<file path="src/rtl/demux_pkg.sv">
// Shared types and constants for the 1-to-N stream demultiplexer.
package demux_pkg;

  // Steering mode sampled in the accept cycle.
  typedef enum logic {
    MODE_SEL = 1'b0,
    MODE_RR  = 1'b1
  } mode_e;

  // Width of the optional saturating discard counter.
  localparam int DROP_CNT_W = 16;

endpackage

</file>
<file path="src/rtl/demux_chan_reg.sv">
// One-entry output buffer for a single demux channel. A write always wins
// over a drain, so write+drain in the same cycle keeps the channel full.
module demux_chan_reg #(
  parameter int WIDTH = 8
) (
  input  logic             clk,
  input  logic             rst,
  input  logic             wr_en,
  input  logic [WIDTH-1:0] wr_data,
  input  logic             ready,
  output logic             valid,
  output logic [WIDTH-1:0] data
);

  // Hold one beat; a write loads it, a consumer handshake releases it.
  always_ff @(posedge clk) begin
    // NOTE: state registers use non-blocking assignments so every flop samples pre-edge values.
    if (rst) begin
      valid <= 1'b0;
      // NOTE: the payload is reset too, because out_data is architecturally visible and must read 0 after reset.
      data  <= '0;
    end else if (wr_en) begin
      valid <= 1'b1;
      data  <= wr_data;
    end else if (ready) begin
      valid <= 1'b0;
    end
  end

endmodule

</file>
<file path="src/rtl/demux_stream_1ton.sv">
// Registered 1-to-N stream demultiplexer: steers each beat to a channel by an
// explicit select or by a strict round-robin pointer. Out-of-range selects
// are accepted and discarded, flagged on drop_err.
// Optional feature: define DEMUX_DROP_CNT_EN to add the saturating drop_cnt output.
module demux_stream_1ton
  import demux_pkg::*;
#(
  parameter int WIDTH = 8,
  parameter int N     = 8,
  parameter int SELW  = $clog2(N)
) (
  input  logic               clk,
  input  logic               rst,
  input  logic               in_valid,
  output logic               in_ready,
  input  logic [WIDTH-1:0]   in_data,
  input  logic [SELW-1:0]    sel,
  input  logic               mode,
  output logic [N-1:0]       out_valid,
  input  logic [N-1:0]       out_ready,
  output logic [N*WIDTH-1:0] out_data,
  output logic               drop_err
`ifdef DEMUX_DROP_CNT_EN
  ,
  output logic [DROP_CNT_W-1:0] drop_cnt
`endif
);

  mode_e           cur_mode;
  logic [SELW-1:0] rr_ptr;
  logic [SELW-1:0] target;
  logic            target_in_range;
  logic            target_free;
  logic            out_of_range;
  logic            accept;
  logic            drop;
  logic [N-1:0]    chan_free;
  logic [N-1:0]    wr_en;

  assign cur_mode = mode_e'(mode);

  // Target decode, in_ready and per-channel write enables.
  always_comb begin
    // NOTE: every output of this block gets a default first, so no path can infer a latch.
    target          = (cur_mode == MODE_RR) ? rr_ptr : sel;
    chan_free       = ~out_valid | out_ready;
    target_in_range = int'(target) < N;
    target_free     = 1'b0;
    wr_en           = '0;
    // The pointer never leaves 0..N-1, so only a select can be out of range.
    out_of_range    = (cur_mode == MODE_SEL) && !target_in_range;
    // A loop instead of chan_free[target] keeps non-power-of-2 N from indexing past the vector.
    for (int k = 0; k < N; k++) begin
      if (int'(target) == k) target_free = chan_free[k];
    end
    in_ready = !rst && ((target_in_range && target_free) || out_of_range);
    accept   = in_valid && in_ready;
    drop     = accept && out_of_range;
    for (int k = 0; k < N; k++) begin
      wr_en[k] = accept && (int'(target) == k);
    end
  end

  // Round-robin pointer advances only on round-robin accepts; drop_err pulses per discard.
  always_ff @(posedge clk) begin
    if (rst) begin
      rr_ptr   <= '0;
      drop_err <= 1'b0;
    end else begin
      drop_err <= drop;
      if (accept && (cur_mode == MODE_RR)) begin
        rr_ptr <= (rr_ptr == SELW'(N - 1)) ? '0 : rr_ptr + SELW'(1);
      end
    end
  end

`ifdef DEMUX_DROP_CNT_EN
  // Saturating count of discarded beats, updated on the edge that raises drop_err.
  always_ff @(posedge clk) begin
    if (rst) begin
      drop_cnt <= '0;
    end else if (drop && (drop_cnt != '1)) begin
      drop_cnt <= drop_cnt + DROP_CNT_W'(1);
    end
  end
`endif

  for (genvar k = 0; k < N; k++) begin : g_chan
    demux_chan_reg #(
      .WIDTH(WIDTH)
    ) u_chan (
      .clk    (clk),
      .rst    (rst),
      .wr_en  (wr_en[k]),
      .wr_data(in_data),
      .ready  (out_ready[k]),
      .valid  (out_valid[k]),
      .data   (out_data[k*WIDTH +: WIDTH])
    );
  end

endmodule

</file>
<file path="config.mk">
export PLATFORM = sky130hd
export DESIGN_NAME = demux_stream_1ton
export DESIGN_NICKNAME = d
export VERILOG_FILES = /design/src/rtl/demux_pkg.sv /design/src/rtl/demux_chan_reg.sv /design/src/rtl/demux_stream_1ton.sv
export SDC_FILE = /design/constraint.sdc
export NUM_CORES = 1
export LEC_CHECK = 0
export ABC_AREA = 0
export CAP_MARGIN = 20
export CORE_AREA = 2 2 82 84
export DETAILED_ROUTE_END_ITERATION = 10
export DIE_AREA = 0 0 84 86
export MAX_ROUTING_LAYER = met4
export PLACE_DENSITY = 0.93
export REMOVE_ABC_BUFFERS = 1
export SETUP_SLACK_MARGIN = 0.1
export SYNTH_ARGS = -nofsm -noshare
export SYNTH_HDL_FRONTEND = slang
export SYNTH_HIERARCHICAL = 1
export SYNTH_SLANG_ARGS = --single-unit
</file>
<file path="constraint.sdc">
create_clock -name clk -period 3.24 [get_ports clk]
set_input_delay 0.648 -clock clk [delete_from_list [all_inputs] [get_ports clk]]
set_output_delay 0.648 -clock clk [all_outputs]
set_load 0.01 [all_outputs]
</file>
==> flow_metrics.py <==
metrics = {
    "status": {
        "status": "completed",
    },
    "finish": {
        "drive_gt1_share_pct": 13.0,
        "post-route-cell-area_mm2": 0.00438,
        "fin_nets": 443,
        "area_growth_syn_to_layout_pct": 44.6,
        "nFillCells": 490,
        "antenna_cells_inserted": 0,
    },
    "logic_synthesis": {
        "synth_cell_types": 31,
        "synth_most_common_cell": "nor2_1",
        "synth_ff_type": "dfxtp_1",
        "avgSynthCellArea_um2": 9.97,
        "ys_seq_area_share_pct": 49.5,
        "synth_common_cells": "76 x nor2_1, 75 x dfxtp_1, 64 x mux2i_1",
        "synth_top_cell_area_share_pct": 49.5,
        "postSynthCellCount": 304,
        "yosys.area.top_type": "dfxtp_1",
        "async_flop_share_pct": 0,
        "synth_edf_count": 0,
        "synth-seq-cells": 75,
        "netlist_area_mm2": 0.00303,
        "yosysWarningCount": 6,
        "ys_top_cells_by_area": "dfxtp_1 50%, mux2i_1 21%, nor2_1 9.4%",
    },
    "timing": {
        "slew_headroom_pct": 50.8,
        "fin_crit_sh_pct": 94.4,
        "min_period_ns": 3.06,
        "tightest_slew_ns": 0.738,
        "rsz0062_at_grt": "no",
        "worst_slack_ns": 0.182,
        "hold_viol": 0,
        "skew_ns": 0.0103,
        "fmax_mhz": 327,
        "finalMaxSlewViolations": 0,
        "hold-worst-slack_ns": 0.487,
        "setup_viol": 0,
    },
    "global_route": {
        "grt_pass1_wl_mm": 11.9,
        "antenna_found_initial": 0,
        "grt.total_usage_pct": 21.7,
        "grt_pass1_vias": 2446,
        "grt_start_max_net_pins": 76,
        "grt_overflow_total": 0,
    },
    "die": {
        "start_util_pct": 48.3,
        "core_area_mm2": 0.00628,
        "pin_count": 97,
        "dieHeight_um": 86,
        "dieArea_mm2": 0.00722,
        "dieWidth_um": 84,
        "row_count": 29,
    },
    "placed_design": {
        "dpl_cell_area_mm2": 0.00412,
        "place_hpwl_mm": 5.48,
        "io_buffers": 95,
        "routabilityCongestion": 0.927,
        "post-place-ws_ns": -0.324,
    },
    "job": {
        "maxCapViolCount": 0,
    },
    "pwr": {
        "switching_share_pct": 22.2,
        "vdd_ir_drop_max_mv": 0.332,
        "p_leak_nw": 1.60,
        "p_seq_share_pct": 47.6,
        "combPwrFrac_pct": 8.5,
        "power.density_mw_per_mm2": 451,
        "p_sw_mw": 0.439,
        "power_mw": 1.98,
        "intPower_mw": 1.54,
        "clkPwrFrac_pct": 43.8,
    },
    "clock_network": {
        "clkSinkCount": 75,
        "cts_made_buffers": 9,
        "htreeDepth": 3,
        "cts_max_path_buffers": 2,
        "clockRootBuffer": "clkbuf_8",
        "clk_pin_slew_worst_paths_ns": 0.08,
        "tritoncts": "yes",
        "ctsHoldBuffers": 0,
        "postCtsSetupRepairBufs": 0,
        "clock_latency_ns": 0.35,
    },
    "drt": {
        "viasPerCell": 5.02,
        "dr.pass1.iters": 4,
        "drtIter0Drc": 137,
        "final_antenna_net_count": 0,
        "vias": 2510,
        "drc": 0,
        "wl_mm": 7.55,
        "detail_route.wl_per_cell_um": 15.1,
    },
    "hold_path": {
        "hold_class": "reg2reg",
    },
    "worst_setup_path": {
        "crit_type": "in2out",
        "path_max_fanout": 4,
        "cp-end-kind": "output port",
        "start_kind": "primary input",
        "required_ns": 2.59,
        "arrival_ns": 2.41,
    },
}
## logic make-up (layout without fill, tap and decap cells)
logic type / Yosys count / count (layout) / synth area share, %
simple gates: 107 / 107 / 16.3
flops: 75 / 75 / 49.5
mux: 65 / 65 / 21.6
buf+inv: 32 / 151 / 6.90
compound gates: 22 / 22 / 4.71
fa+ha+maj: 2 / 2 / 0.826
other cells: 1 / 1 / 0.124
## power by group through the flow
| stage | combinational [mW] | sequential, mW | clock (mW) |
|---|---|---|---|
| after floorplan | 0.0574 | 0.966 | 0 |
| after global placement | 0.164 | 0.962 | 0 |
| after detailed placement | 0.168 | 0.963 | 0 |
| after CTS | 0.169 | 0.941 | 0.882 |
| after global routing | 0.182 | 0.943 | 0.932 |
| final | 0.169 | 0.941 | 0.866 |
## per-stage QoR
step	setup TNS [ns]	utilization, %	instances
floorplan	0	-	284
CTS	0	69.7	500
global route	0	69.8	500
finish	0	69.8	500
global placement	-0.240	65.6	484
detailed placement	-2.07	65.6	484
## final cells by class
| cell class | count | area [µm²] | area share [%] |
|---|---|---|---|
| clock buffers | 9 | 124 | 2.83 |
| clock inverters | 7 | 124 | 2.83 |
| inverters | 12 | 45.0 | 1.03 |
| multi-input cells | 197 | 1330 | 30.4 |
| flip-flops and latches | 75 | 1500 | 34.3 |
| well taps | 77 | 96.3 | 2.20 |
| repair buffers | 123 | 1160 | 26.4 |
## path summary, 6_finish.rpt
path	slack, ns	start	to	cells after the start
max	0.18	sel[1]	in_ready	8
max reg2reg	0.74	rr_ptr[1]$_SDFFE_PP0P_	g_chan[0].u_chan/data[1]$_SDFFE_PP0P_	10
min reg2reg	0.49	g_chan[7].u_chan/valid$_SDFFE_PP0P_	g_chan[7].u_chan/valid$_SDFFE_PP0P_	2
min	0.49	g_chan[7].u_chan/valid$_SDFFE_PP0P_	g_chan[7].u_chan/valid$_SDFFE_PP0P_	2
## registers in the layout (all words and copies together) (netlist names)
register and count:
g_chan.u_chan/data 64, g_chan.u_chan/valid 8, rr_ptr 3
## worst max-delay path, cell delays in order
cell,delay [ns]
clkdlybuf4s50_1,0.53
nor3b_1,0.07
buf_4,0.15
or2_2,0.27
a32oi_1,0.18
a221o_1,0.19
nor2b_2,0.14
clkdlybuf4s15_2,0.23
## cells in the final DEF (no fill, tap or decap), types with 2 or more instances in the layout
cell             instances
buf_4                   28
nor2b_1                  6
mux2i_1                 64
clkinv_4                 2
clkbuf_8                 9
o22ai_1                  3
and3b_1                  2
inv_1                   12
nor3b_1                  2
nor3_2                   2
clkdlybuf4s50_1         91
dfxtp_1                 75
nor2_1                  76
nand2b_1                11
a31o_2                   2
bufinv_16                3
ha_1                     2
a21oi_1                 11
## layer usage
metal,track usage [%],part of all wire [%]
met5,-,0
met4,7.33,1.5
met3,6.26,4.8
met2,35.3,50
met1,26.0,44
## what timing repair did
action	CTS	global route
pin swaps	0	1
resized for setup	6	2
setup endpoints to repair	1	1
No activity file was read; power rests on OpenSTA's default activity.
